`config.mk`:
```
export PLATFORM = sky130hd
export DESIGN_NAME = ram_helper_arbiter
export DESIGN_NICKNAME = d
export VERILOG_FILES = /design/src/rtl/ram_helper_arbiter.sv
export SDC_FILE = /design/constraint.sdc
export NUM_CORES = 1
export LEC_CHECK = 0
export ABC_AREA = 1
export CAP_MARGIN = 20
export CORE_AREA = 2 2 308 310
export CTS_CLUSTER_DIAMETER = 50
export CTS_CLUSTER_SIZE = 16
export DETAILED_ROUTE_END_ITERATION = 12
export DIE_AREA = 0 0 310 312
export PLACE_DENSITY_LB_ADDON = 0.2
export SLEW_MARGIN = 15
export SYNTH_ARGS = -nofsm -noshare
export SYNTH_HDL_FRONTEND = slang
export SYNTH_SLANG_ARGS = --single-unit
export TNS_END_PERCENT = 50
```
`constraint.sdc`:
```
create_clock -name clk -period 3.2 [get_ports clk]
set_input_delay 0.32 -clock clk [delete_from_list [all_inputs] [get_ports clk]]
set_output_delay 0.32 -clock clk [all_outputs]
set_load 0.02 [all_outputs]
```
`src/rtl/ram_helper_arbiter.sv`:
```
// ram_helper_arbiter: round-robin sharing of one RAMHelper memory between N_REQ requesters
module ram_helper_arbiter #(
  parameter int          N_REQ    = 2,
  parameter logic [63:0] RAM_BASE = 64'h8000_0000,
  parameter logic [63:0] RAM_SIZE = 64'h8000_0000
) (
  input  logic                  clk,
  input  logic                  rst_n,
  input  logic [N_REQ-1:0]      req_valid,
  output logic [N_REQ-1:0]      req_ready,
  input  logic [64*N_REQ-1:0]   req_addr,
  input  logic [N_REQ-1:0]      req_wen,
  input  logic [64*N_REQ-1:0]   req_wdata,
  input  logic [64*N_REQ-1:0]   req_wmask,
  output logic [N_REQ-1:0]      resp_valid,
  input  logic [N_REQ-1:0]      resp_ready,
  output logic [63:0]           resp_rdata,
  output logic                  resp_err,
  output logic [63:0]           ram_rIdx,
  input  logic [63:0]           ram_rdata,
  output logic [63:0]           ram_wIdx,
  output logic [63:0]           ram_wdata,
  output logic [63:0]           ram_wmask,
  output logic                  ram_wen
);
  localparam int W = $clog2(N_REQ);
  typedef enum logic [1:0] {IDLE, ACCESS, RESP} state_t;
  state_t state, state_nxt;
  logic [W-1:0] rr_ptr, owner, win;
  logic [W:0] sum;
  logic [2*N_REQ-1:0] dbl;
  logic found, sel_wen, sel_in_range, wen_q, in_range_q, err_q, req_fire, resp_fire;
  logic [63:0] sel_addr, sel_wdata, sel_wmask, off, idx_q, wdata_q, wmask_q, rdata_q;
  // first valid requester at or after rr_ptr; the lowest rotated position wins
  always_comb begin
    found = 1'b0;
    win = '0;
    sum = '0;
    dbl = {req_valid, req_valid} >> rr_ptr;
    for (int k = N_REQ - 1; k >= 0; k--) begin
      sum = {1'b0, rr_ptr} + (W+1)'(k);
      if (dbl[k]) begin
        found = 1'b1;
        win = (sum >= (W+1)'(N_REQ)) ? W'(sum - (W+1)'(N_REQ)) : W'(sum);
      end
    end
  end
  // select the winner's request fields
  always_comb begin
    sel_addr = '0;
    sel_wen = 1'b0;
    sel_wdata = '0;
    sel_wmask = '0;
    for (int k = 0; k < N_REQ; k++) begin
      if (win == W'(k)) begin
        sel_addr = req_addr[k*64 +: 64];
        sel_wen = req_wen[k];
        sel_wdata = req_wdata[k*64 +: 64];
        sel_wmask = req_wmask[k*64 +: 64];
      end
    end
  end
  assign off = sel_addr - RAM_BASE;
  assign sel_in_range = (sel_addr >= RAM_BASE) && (off < RAM_SIZE);
  assign req_fire = (state == IDLE) && found;
  assign resp_fire = (state == RESP) && resp_ready[owner];
  // state register
  always_ff @(posedge clk or negedge rst_n)
    if (!rst_n) state <= IDLE;
    else state <= state_nxt;
  // next state: ACCESS always lasts one cycle, RESP waits for the owner's ready
  always_comb
    state_nxt = (state == IDLE) ? (found ? ACCESS : IDLE) :
                (state == ACCESS) ? RESP : (resp_fire ? IDLE : RESP);
  // state-decoded outputs, so everything drops at once on async reset
  always_comb begin
    req_ready = (state == IDLE && found) ? N_REQ'(1) << win : '0;
    resp_valid = (state == RESP) ? N_REQ'(1) << owner : '0;
    resp_rdata = (state == RESP) ? rdata_q : '0;
    resp_err = (state == RESP) && err_q;
    ram_wen = (state == ACCESS) && wen_q && in_range_q;
  end
  assign ram_rIdx = idx_q;
  assign ram_wIdx = idx_q;
  assign ram_wdata = wdata_q;
  assign ram_wmask = wmask_q;
  // capture on accept, sample RAM during ACCESS, advance pointer on response
  always_ff @(posedge clk or negedge rst_n)
    if (!rst_n) begin
      rr_ptr <= '0;
      owner <= '0;
      wen_q <= 1'b0;
      in_range_q <= 1'b0;
      idx_q <= '0;
      wdata_q <= '0;
      wmask_q <= '0;
      rdata_q <= '0;
      err_q <= 1'b0;
    end else begin
      if (req_fire) begin
        owner <= win;
        wen_q <= sel_wen;
        in_range_q <= sel_in_range;
        idx_q <= off >> 3;
        wdata_q <= sel_wdata;
        wmask_q <= sel_wmask;
      end
      if (state == ACCESS) begin
        rdata_q <= (!wen_q && in_range_q) ? ram_rdata : '0;
        err_q <= !in_range_q;
      end
      if (resp_fire) rr_ptr <= (owner == W'(N_REQ - 1)) ? '0 : owner + 1'b1;
    end
endmodule

```
Word-level counts from Yosys, hierarchy flattened
Cells that the tools add are included.

cells by class
  add/subtract/negate cells = 5
  order comparisons = 5
  equality and inequality tests = 2
  shift operators = 3
  multiplexer cells = 21
  reductions and logical operators = 10

operators with widths
  operator                                                              number
  two-way mux 64 bit                                                    5
  greater-or-equal comparator 64 x 32 -> 1 bit (second input constant)  1
  < comparator 64 x 32 -> 1 bit (second input constant)                 1
  subtractor 64 x 32 -> 64 bit (second input constant)                  1
  two-way mux 1 bit                                                     11
  two-way mux 2 bit                                                     5
  logical AND 1 bit                                                     7
  << shifter 1 x 1 -> 2 bit (first input constant)                      2
  right shift 4 x 1 -> 2 bit                                            1
  adder 1 x 1 -> 2 bit (second input constant)                          1
  == test 2 x 1 -> 1 bit (second input constant)                        1
  == test 2 bit (second input constant)                                 1
  greater-or-equal comparator 1 x 2 -> 1 bit (second input constant)    1
  greater-or-equal comparator 2 bit (second input constant)             1
  logical NOT 1 bit                                                     2
  logical NOT 2 bit                                                     1
  < comparator 1 x 2 -> 1 bit (second input constant)                   1
  subtractor 1 bit (second input constant)                              2
  adder 1 bit (second input constant)                                   1

storage, ports and cells
  bits in registers = 260
  bits of input ports = 456
  output and inout port bits = 326
  word-level logic and storage cells = 56

Longest topological paths before layout
Gate-level depths: netlist of the first run.

  depth in word-level cells = 9
  mapped depth = 15

Worst setup path before layout of the first run
Ideal clock, no wire load.

  path kind = reg2out
  start point = register state[1]
  end point = output port ram_wen
  arrival time = 1.469 ns
  path slack = 1.411 ns
  stages on the path, launching flop included = 6
  path through = dfrtp_1 inv_1 nand2_1 clkbuf_1 clkbuf_1 nor3b_1

between the ends
  cells in the longest elaborated chain, start to end = 3

RTL lines
  item                             RTL line  RTL
  start: declaration               28        state_t state, state_nxt;
  start signal: assignment         70        else state <= state_nxt;
  == test 2 x 1 -> 1 bit           81        ram_wen = (state == ACCESS) && wen_q && in_range_q;
  logical AND 1 bit (2 in series)  81
  end: declaration                 24        output logic ram_wen

Every way passes these cells.

Worst setup path after layout of the first run
  start point = register state[1]
  end point = output port resp_rdata[58]

between the ends
  cells in the longest elaborated chain, start to end = 2

RTL lines
  item                RTL line  RTL
  == test 2 bit       79        resp_rdata = (state == RESP) ? rdata_q : '0;
  two-way mux 64 bit  79
  end: declaration    17        output logic [63:0] resp_rdata,

Every way passes these cells.

==> results of run 1 <==
==> area by class of cell <==
cell class / count / area [um2]
flip-flops and latches: 260 / 6510
diodes: 6 / 15.0
well taps: 1254 / 1570
inverters: 134 / 505
clock inverters: 34 / 531
clock buffers: 70 / 1530
fillers: 10278 / 68800
repair buffers: 807 / 8180
multi-input cells: 1274 / 5450
==> power groups by stage <==
stage	Combinational (mW)	Clock, mW	Sequential [mW]
6_report	9.99	6.39	5.48
5_1_grt	10.8	6.75	5.65
4_1_cts	10.2	6.60	5.53
3_5_place_dp	10.2	0	5.52
3_3_place_gp	10.2	0	5.54
2_1_floorplan	3.93	0	6.67
==> worst paths after layout <==
path                       slack (ns)              startpoint                         to
min reg2reg                      0.46  in_range_q$_DFFE_PN0P_          err_q$_DFFE_PN0N_
min in group asynchronous        0.31                   rst_n    rdata_q[41]$_DFFE_PN0N_
max                              0.29      state[1]$_DFF_PN0_             resp_rdata[58]
max reg2reg                      0.79      rr_ptr$_DFFE_PN0P_   ram_rIdx[57]$_DFFE_PN0P_
min                              0.24           req_wmask[18]  ram_wmask[18]$_DFFE_PN0P_
max in group asynchronous        2.03                   rst_n  ram_wdata[28]$_DFFE_PN0P_
==> cell families after synthesis <==
logic type	count (synthesis)
flops	260
other cells	1
simple gates	1155
compound gates	113
buf+inv	300
==> registers in the layout, indices dropped and copies added (netlist names) <==
name and flops:
ram_rIdx 61, rdata_q 64, ram_wmask 64, ram_wdata 64, wen_q 1, in_range_q 1
err_q 1, owner 1, rr_ptr 1, state 2
==> worst min-delay path, stage by stage <==
cell	delay, ns
clkdlybuf4s50_1	0.39
nand2_1	0.06
nand3_1	0.05
==> metrics by stage <==
stage,util [%],setup slack [ns]
after floorplan,-,1.41
after global placement,23.9,0.337
after detailed placement,23.9,0.351
after CTS,26.1,0.197
after global routing,26.1,0.104
final,26.1,0.292
==> cell usage in the layout, fill, tap and decap left out, types with 5 or more instances in the layout <==
cell and instances:
a31oi_1 39, conb_1 6, nor2_2 7, diode_2 6, o21ai_0 67, nor2_4 6
nand2_2 8, clkbuf_1 8, clkbuf_16 57, clkinvlp_4 6, nand2_1 771, o21ai_1 5
clkdlybuf4s50_1 768, buf_4 22, clkbuf_8 5, bufinv_16 10, nand3_1 171, clkinv_2 7
buf_12 15, inv_6 7, dfrtp_1 260, nor2_1 151, nand3b_1 35, inv_1 132
==> layer usage <==
layer / track usage, % / routed length (um) / up-vias
met4: 4.51 / 1840 / 10
met2: 23.3 / 33300 / 544
met1: 16.4 / 28000 / 6647
li1: - / - / 7056
met3: 5.06 / 6530 / 104
met5: 0 / 74 / -
==> what timing repair did <==
action,4_1_cts,5_1_grt
hold endpoints to repair,72,0
gates resized for setup,0,0
hold buffers,1,0
==> flow_summary.toml, run 1 <==
[status]
status = "finished, final reports clean"

[synthesis]
syn_area_mm2 = 0.0134
ys_seq_area_share_pct = 48.6
synth-compound-area-share_pct = 4.59
synthTopCellsByArea = "dfrtp_1 49%, nand2_1 22%, nand3_1 6.4%"
avgSynthCellArea_um2 = 7.31
synth_most_common_cell = "nand2_1"
synth-seq-cells = 260
synthTopCellsByCount = "772 x nand2_1, 260 x dfrtp_1, 171 x nand3_1, 154 x nor2_1, 133 x inv_1"
ys_warn_count = 0
netlist_instances = 1829
synth_edf_count = 0
ys.flop_type = "dfrtp_1"
ys_async_sr_fraction_pct = 100
synth_top_area_share_pct = 48.6
synth_top_family_by_area = "simple AND/OR/NAND/NOR gates"
synth_top_cell_by_area = "dfrtp_1"
synth.area.mux_share_pct = 0
synthAdderAreaFrac_pct = 0
ys_types = 26
yosys.area_share.simple_pct = 35.7
synth-xor-area-share_pct = 0

[placed_design]
dp_cells = 3728
post-dp-hpwl_mm = 53.1
placed_area_mm2 = 0.0222
gp_congestion = 0.802
port_buffers = 769

[setup_path]
worst-path-max-fanout = 41
slowest_stage = "clkdlybuf4s50_1"
end_kind = "primary output"
arrival_ns = 2.59
crit_chain = "inv_1, nor2_1, inv_2, buf_12, nor2_1, clkdlybuf4s50_1"
cp_num_buf_inv = 4
crit_family = "buffers and inverters"
critPathLaunchType = "register"
path_class = "register to primary output"
worst_path_most_repeated_cell = "nor2_1"
reg2reg_depth = 12
max_stage_delay_ns = 0.58
worstPathRequired_ns = 2.88
crit_cells = 6

[power_and_ir_drop]
finalPower_mw = 21.9
p_seq_share_pct = 25.1
p_int_mw = 13.0
comb_power_share_pct = 45.7
p_per_area_mw_per_mm2 = 900
switching_share_pct = 40.3
clkPwrFrac_pct = 29.2
worst_ir_drop_vdd_v = 0.000429
p_switching_mw = 8.82
p_leak_nw = 10.2

[floorplanning]
core_mm2 = 0.0930
start_util_pct = 14.4
die_area_mm2 = 0.0967
die_h_um = 312
rows = 112
io_pins = 782
chipWidth_um = 310

[global_route]
antenna_found_initial = 13
grt-ovfl-total = 0
grt_max_degree = 87
grt_pass1_wl_mm = 99.4
first_global_vias = 14333
grtUsageTotal_pct = 13.9

[finish]
final_cell_count_no_fill = 3839
finalNetCount = 2990
drive_above_1_share_pct = 6.24
syn_to_final_growth_pct = 81.5
stdcell_area_mm2 = 0.0243

[worst_hold_path]
holdPathStages = 3
hp-class = "input port to register"

[detailed_routing]
avgViaCountPerCell = 3.74
vias = 14361
wirelength_mm = 69.7
dr.pass1.iters = 5
initialDrtViolationCount = 687
drc_errors = 0
wl_per_cell_um = 18.2
drtAntennaViolNets = 0

[sta]
fmax_mhz = 344
setup_viol = 0
whs_ns = 0.239
finalHoldViolations = 0
tightestPinTransition_ns = 0.801
finalCriticalPeriod_ns = 2.91
min_period_over_period_pct = 90.9
skew_ns = 0.0394
setup_tns_ns = 0
slew_viol_final = 0
slew_headroom_pct = 46.5
rsz0062_at_grt = "false"

[clocking]
h-tree-depth = 2
cts_buffers = 57
post_cts_buffers = 0
root_buffer = "clkbuf_16"
cts_sinks = 260
clkLatencyLatePin_ns = 0.62
cts_tree = "yes"
clk_path_buf_depth = 3
clkTransAtPathRegs_ns = 0.06

[job]
maxCapViolCount = 0
Power figures use the tool's default switching activity.
==> inputs of run 2 (changes only) <==
Settings changed: GPL_ROUTABILITY_DRIVEN set to 1.
==> results of run 2 <==
The final DEF is identical to that of run 1; final timing and power are the same.
==> patch 1 (flow settings as in run 2) <==
Re-encode `state_t` (3 states) as one-hot, 3 bits wide.
--- a/src/rtl/ram_helper_arbiter.sv
+++ b/src/rtl/ram_helper_arbiter.sv
@@ -24,7 +24,7 @@
   output logic                  ram_wen
 );
   localparam int W = $clog2(N_REQ);
-  typedef enum logic [1:0] {IDLE, ACCESS, RESP} state_t;
+  typedef enum logic [2:0] {IDLE = 3'b001, ACCESS = 3'b010, RESP = 3'b100} state_t;
   state_t state, state_nxt;
   logic [W-1:0] rr_ptr, owner, win;
   logic [W:0] sum;
Check against the original RTL: no difference found for any inputs over 4 cycles, from zero or initial values and one cycle with rst_n low; so few cycles prove little.
==> patch 1 against run 2 <==
Wire length down 4.3%; worst setup slack better by 0.042 ns; worst hold slack better by 0.045 ns; sequential cell count up 1; critical path depth down 1; total power up 1.6%; sequential power up 7.3%; via count down 3.7%; first-iteration DRC count down 0.44%; design area down 2.0%; synthesized area down 0.91%; critical endpoint is now resp_rdata[41]; highest routed layer unchanged.
==> patch 1: results (changes against run 2) <==
Setup path
  – CP Max Fanout: 26 (was 41)
  – CP endpoint: resp_rdata[41] (was resp_rdata[58])
  – WP data arrival: 2.55 ns (was 2.59 ns)
  – Slowest cell delay on critical path: 0.58 ns (about the same)
  – Crit path launch: state[0]$_DFF_PN1_ (was state[1]$_DFF_PN0_)
  – Worst r2r src: rr_ptr$_DFFE_PN0P_ (unchanged)
  – Worst R2R End: ram_rIdx[38]$_DFFE_PN0P_ (was ram_rIdx[57]$_DFFE_PN0P_)
  – Setup slack, reg-to-reg: 0.89 ns (was 0.79 ns)

Routing
  – DR iter-0 viols: 684 (was 687)
  – Wire length per cell: 17.7 um (was 18.2 um)
  – First-pass DRT Iterations: 4 (was 5)
  – Vias/cell: 3.67 (was 3.74)

Logic synthesis
  – Xor/xnor cell area share of the yosys netlist: 0.0661% (was 0%)
  – Synth Area in Compound Gates: 4.63% (was 4.59%)
  – Top cells by area, synth: dfrtp_1 49%, nand2_1 19%, nand3_1 8.7%, nor2_1 4.2%, buf_4 4.1% (was dfrtp_1 49%, nand2_1 22%, nand3_1 6.4%, nor2_1 4.3%, buf_4 3.9%)
  – Register area share after synthesis: 49.3% (was 48.6%)
  – Avg Synthesized Cell Area: 7.48 um2 (was 7.31 um2)
  – Post-synth cell types: 27 (was 26)
  – Synth async-reset ratio: 100% (unchanged)
  – Synth top cells by count: 655 x nand2_1, 260 x dfrtp_1, 231 x nand3_1 (was 772 x nand2_1, 260 x dfrtp_1, 171 x nand3_1)
  – Area share of fa/ha/maj cells after synthesis: 0% (unchanged)
  – Mux share of post-synthesis cell area: 0% (unchanged)
  – Yosys warns: 0 (unchanged)

Timing
  – Slew headroom: 49.7% (was 46.5%)
  – Tmin final: 2.87 ns (was 2.91 ns)
  – Setup Skew: 0.0205 ns (was 0.0394 ns)

Power and ir drop
  – P_leak: 10.3 nW (was 10.2 nW)
  – VDD IR-drop max: 0.000421 V (was 0.000429 V)

Clocking
  – CTS buffer count: 51 (was 57)
  – Htree depth: 2 (unchanged)
  – Maximum clock insertion buffer count: 3 (unchanged)
  – Post_cts resized: 0 (unchanged)
  – CTS root buf: clkbuf_16 (unchanged)
  – Clk slew on worst S/H paths: 0.05 ns
  – Worst skew pair latency: 0.59 ns (was 0.62 ns)

Place
  – Pre-CTS WS: 0.466 ns (was 0.351 ns)
  – Post-Place Cell Area: 22000 um2 (was 22200 um2)
  – Post-DP HPWL: 50300 um (was 53100 um)
  – Port bufs: 769 (unchanged)
  – Placed cells: 3673 (was 3728)
  – Gpl congestion: 0.808 (was 0.802)

Final layout
  – # nets final: 2929 (was 2990)
  – Finished Layout Cells: 3773 (was 3839)
  – Share of cells above drive strength 1: 5.81% (was 6.24%)
  – Layout filler cell count: 10300 (about the same)

Hold path
  – WHS Path Cells: 3 (unchanged)
  – Worst hold path type: in -> reg (unchanged)

Global routing
  – Vias in the first global route: 13900 (was 14300)
  – Largest net degree at the start of global routing: 129 (was 87)
  – Antenna violations before repair: 10 (was 13)
  – Gr usage total: 13.2% (was 13.9%)
  – First-pass GRT wire length: 94500 um (was 99400 um)

Status
  – Status: completed (unchanged)
## patch 1: cell count changes in the layout (fill, tap and decap cells not counted), sizes merged, moves of 4 or more
cell,before,now
bufinv,10,5
nand2,782,662
nand3,171,231
nand3b,35,31
nor2,164,160
## patch 1: worst min-delay path by stage
stage,endpoint,start,slack [ns]
floorplan,err_q$_DFFE_PN0N_,rst_n,0.02
global placement,ram_rIdx[5]$_DFFE_PN0P_,rst_n,0.41
detailed placement,ram_rIdx[5]$_DFFE_PN0P_,rst_n,0.41
CTS,ram_wmask[22]$_DFFE_PN0P_,req_wmask[22],0.22
global route,ram_wmask[46]$_DFFE_PN0P_,req_wmask[46],0.25
finish,ram_wmask[31]$_DFFE_PN0P_,req_wmask[31],0.28
## patch 1: where the power goes
| part | internal, W | leakage [nW] | total, W | switching (W) |
|---|---|---|---|---|
| combinational | 0.00494 | 6.31 | 0.0108 | 0.00590 |
| clock | 0.00357 | 0.827 | 0.00549 | 0.00193 |
| sequential | 0.00484 | 3.16 | 0.00588 | 0.00104 |
| total | 0.0133 | 10.3 | 0.0222 | 0.00886 |
## patch 1: per-stage QoR
stage                     power (W)  utilization (%)
after CTS                    0.0227             25.6
after floorplan              0.0112                -
final                        0.0222             25.6
after global routing         0.0236             25.6
after detailed placement     0.0169             23.7
after global placement       0.0170             23.7
## patch 1: cells by family (layout without fill, tap and decap cells)
kind of cell    after synthesis  count (layout)
flops                       261             261
buf+inv                     309            1042
compound gates              113             113
xor+xnor                      1               1
simple gates               1088            1088
other cells                   1              14
## patch 1: critical path: cells and delay by family (launching register included)
| kind | cells | cell delay [ns] |
|---|---|---|
| flip-flops | 1 | 0.52 |
| buffers and inverters | 3 | 1.32 |
| AND/OR/NAND/NOR | 2 | 0.11 |
## patch 1: area by class of cell
cell class	count	area (um2)	share of cell area, %
inverter	143	539	2.27
antenna	8	20.0	0.0841
clock inverter	20	269	1.13
tap	1254	1570	6.59
multi-input combinational	1208	5260	22.1
sequential	261	6530	27.4
timing repair buffer	808	8160	34.3
clock buffer	71	1460	6.14
## patch 1: repair_timing
item / 4_1_cts / 5_1_grt
buffers inserted: 0 / 0
endpoints found under the hold margin: 68 / 0
hold buffers: 1 / 0
endpoints found under the setup margin: 0 / 0
## patch 1: routing by layer
layer	vias to the layer above	GRT usage (%)	part of all wire, %
li1	6905	-	-
met1	6460	15.6	41
met2	396	23.4	51
met3	68	3.23	6.1
met4	2	3.70	1.8
met5	-	0	0.018
==> patch 2 (settings of run 2) <==
Made on the original files. Set the parameter `RAM_SIZE` to 64'h40000000 (it was 64'h8000_0000).
--- a/src/rtl/ram_helper_arbiter.sv
+++ b/src/rtl/ram_helper_arbiter.sv
@@ -2,7 +2,7 @@
 module ram_helper_arbiter #(
   parameter int          N_REQ    = 2,
   parameter logic [63:0] RAM_BASE = 64'h8000_0000,
-  parameter logic [63:0] RAM_SIZE = 64'h8000_0000
+  parameter logic [63:0] RAM_SIZE = 64'h40000000
 ) (
   input  logic                  clk,
   input  logic                  rst_n,
Function: changed (Yosys sat finds a counterexample within 4 cycles, from zero or initial values and one cycle with rst_n low).
==> patch 2 against run 2 <==
Sequential power increased by 2%; synthesized area increased by 3.2%; worst setup slack improved by 0.090 ns; design area increased by 1.7%; highest routed layer unchanged; first-iteration DRC count increased by 17%; sequential share of layout area decreased by 0.44 points; register-to-register slack got worse by 0.41 ns; total power decreased by 0.24%; wire length increased by 1.9%; via count increased by 3.7%; sequential cell count unchanged; critical path depth increased by 12.
==> patch 2: results (changes against run 2) <==
Status
  – Status: completed (unchanged)

Setup path
  – CP Max Fanout: 38 (was 41)
  – CP delay by family, top: simple AND/OR/NAND/NOR gates (was buffers and inverters)
  – Slowest cell delay on critical path: 0.39 ns (was 0.58 ns)

Logic synthesis
  – Area share of fa/ha/maj cells after synthesis: 0.0906% (was 0%)
  – Avg Synthesized Cell Area: 7.16 um2 (was 7.31 um2)
  – Register area share after synthesis: 47.1% (was 48.6%)
  – Xor/xnor cell area share of the yosys netlist: 0.0634% (was 0%)
  – Synth top cells by count: 805 x nand2_1, 260 x dfrtp_1, 175 x nor2_1 (was 772 x nand2_1, 260 x dfrtp_1, 171 x nand3_1)

Routing
  – First-pass DRT Iterations: 7 (was 5)
  – DR iter-0 viols: 807 (was 687)

Final layout
  – Area grow syn2layout: 78.8% (was 81.5%)
  – Layout filler cell count: 10300 (about the same)
  – Share of cells above drive strength 1: 7.11% (was 6.24%)
  – # nets final: 3088 (was 2990)

Place
  – Post-Place Cell Area: 22600 um2 (was 22200 um2)
  – Placed cells: 3827 (was 3728)
  – Post-DP HPWL: 55600 um (was 53100 um)
  – Pre-CTS WS: 0.135 ns (was 0.351 ns)

Power and ir drop
  – P_leak: 10.4 nW (was 10.2 nW)
  – Seq pwr share: 25.5% (was 25.1%)

Global routing
  – Gr usage total: 14.2% (was 13.9%)
  – First-pass GRT wire length: 102000 um (was 99400 um)
  – Largest net degree at the start of global routing: 142 (was 87)
  – Antenna violations before repair: 20 (was 13)

Clocking
  – CTS buffer count: 52 (was 57)
==> patch 2: cell types whose count changed in the layout (fill, tap and decap cells not counted), moves of 4 or more <==
| cell | run 2 | this run |
|---|---|---|
| nor2_1 | 151 | 171 |
| nand2_1 | 771 | 804 |
| clkbuf_16 | 57 | 52 |
| buf_4 | 22 | 31 |
| clkbuf_1 | 8 | 4 |
| nand2_2 | 8 | 22 |
| o21ai_0 | 67 | 94 |
| nand3b_1 | 35 | 27 |
| nand3_1 | 171 | 165 |
| nor2_2 | 7 | 13 |
==> patch 2: what timing repair did <==
action	in CTS	in global routing
resized for setup	1	2
hold buffers	1	0
buffers inserted	0	3
hold endpoints to repair	58	0
setup endpoints to repair	1	2
pin swaps	0	1
==> patch 2: worst paths after layout <==
path	from	endpoint	slack, ns
max in group asynchronous	rst_n	ram_wmask[6]$_DFFE_PN0P_	1.91
min in group asynchronous	rst_n	rdata_q[42]$_DFFE_PN0N_	0.34
worst max-delay path	rr_ptr$_DFFE_PN0P_	in_range_q$_DFFE_PN0P_	0.38
worst min register to register	rdata_q[2]$_DFFE_PN0N_	rdata_q[2]$_DFFE_PN0N_	0.48
worst max register to register	rr_ptr$_DFFE_PN0P_	in_range_q$_DFFE_PN0P_	0.38
worst min-delay path	req_wdata[5]	ram_wdata[5]$_DFFE_PN0P_	0.29
==> patch 2: layout make-up <==
type,count,area share (%)
Multi-Input combinational cell,1372,24.0
Tap cell,1254,6.36
Sequential cell,260,26.4
Clock inverter,33,2.23
Antenna cell,8,0.0811
Timing Repair Buffer,813,33.2
Clock buffer,64,5.78
Inverter,132,2.01
==> patch 2: routing by layer <==
metal | global-route usage (%) | wire, um
met1 | 15.7 | 27200
met2 | 25.5 | 36100
met3 | 4.33 | 5700
met4 | 4.57 | 1970
met5 | 0 | 53
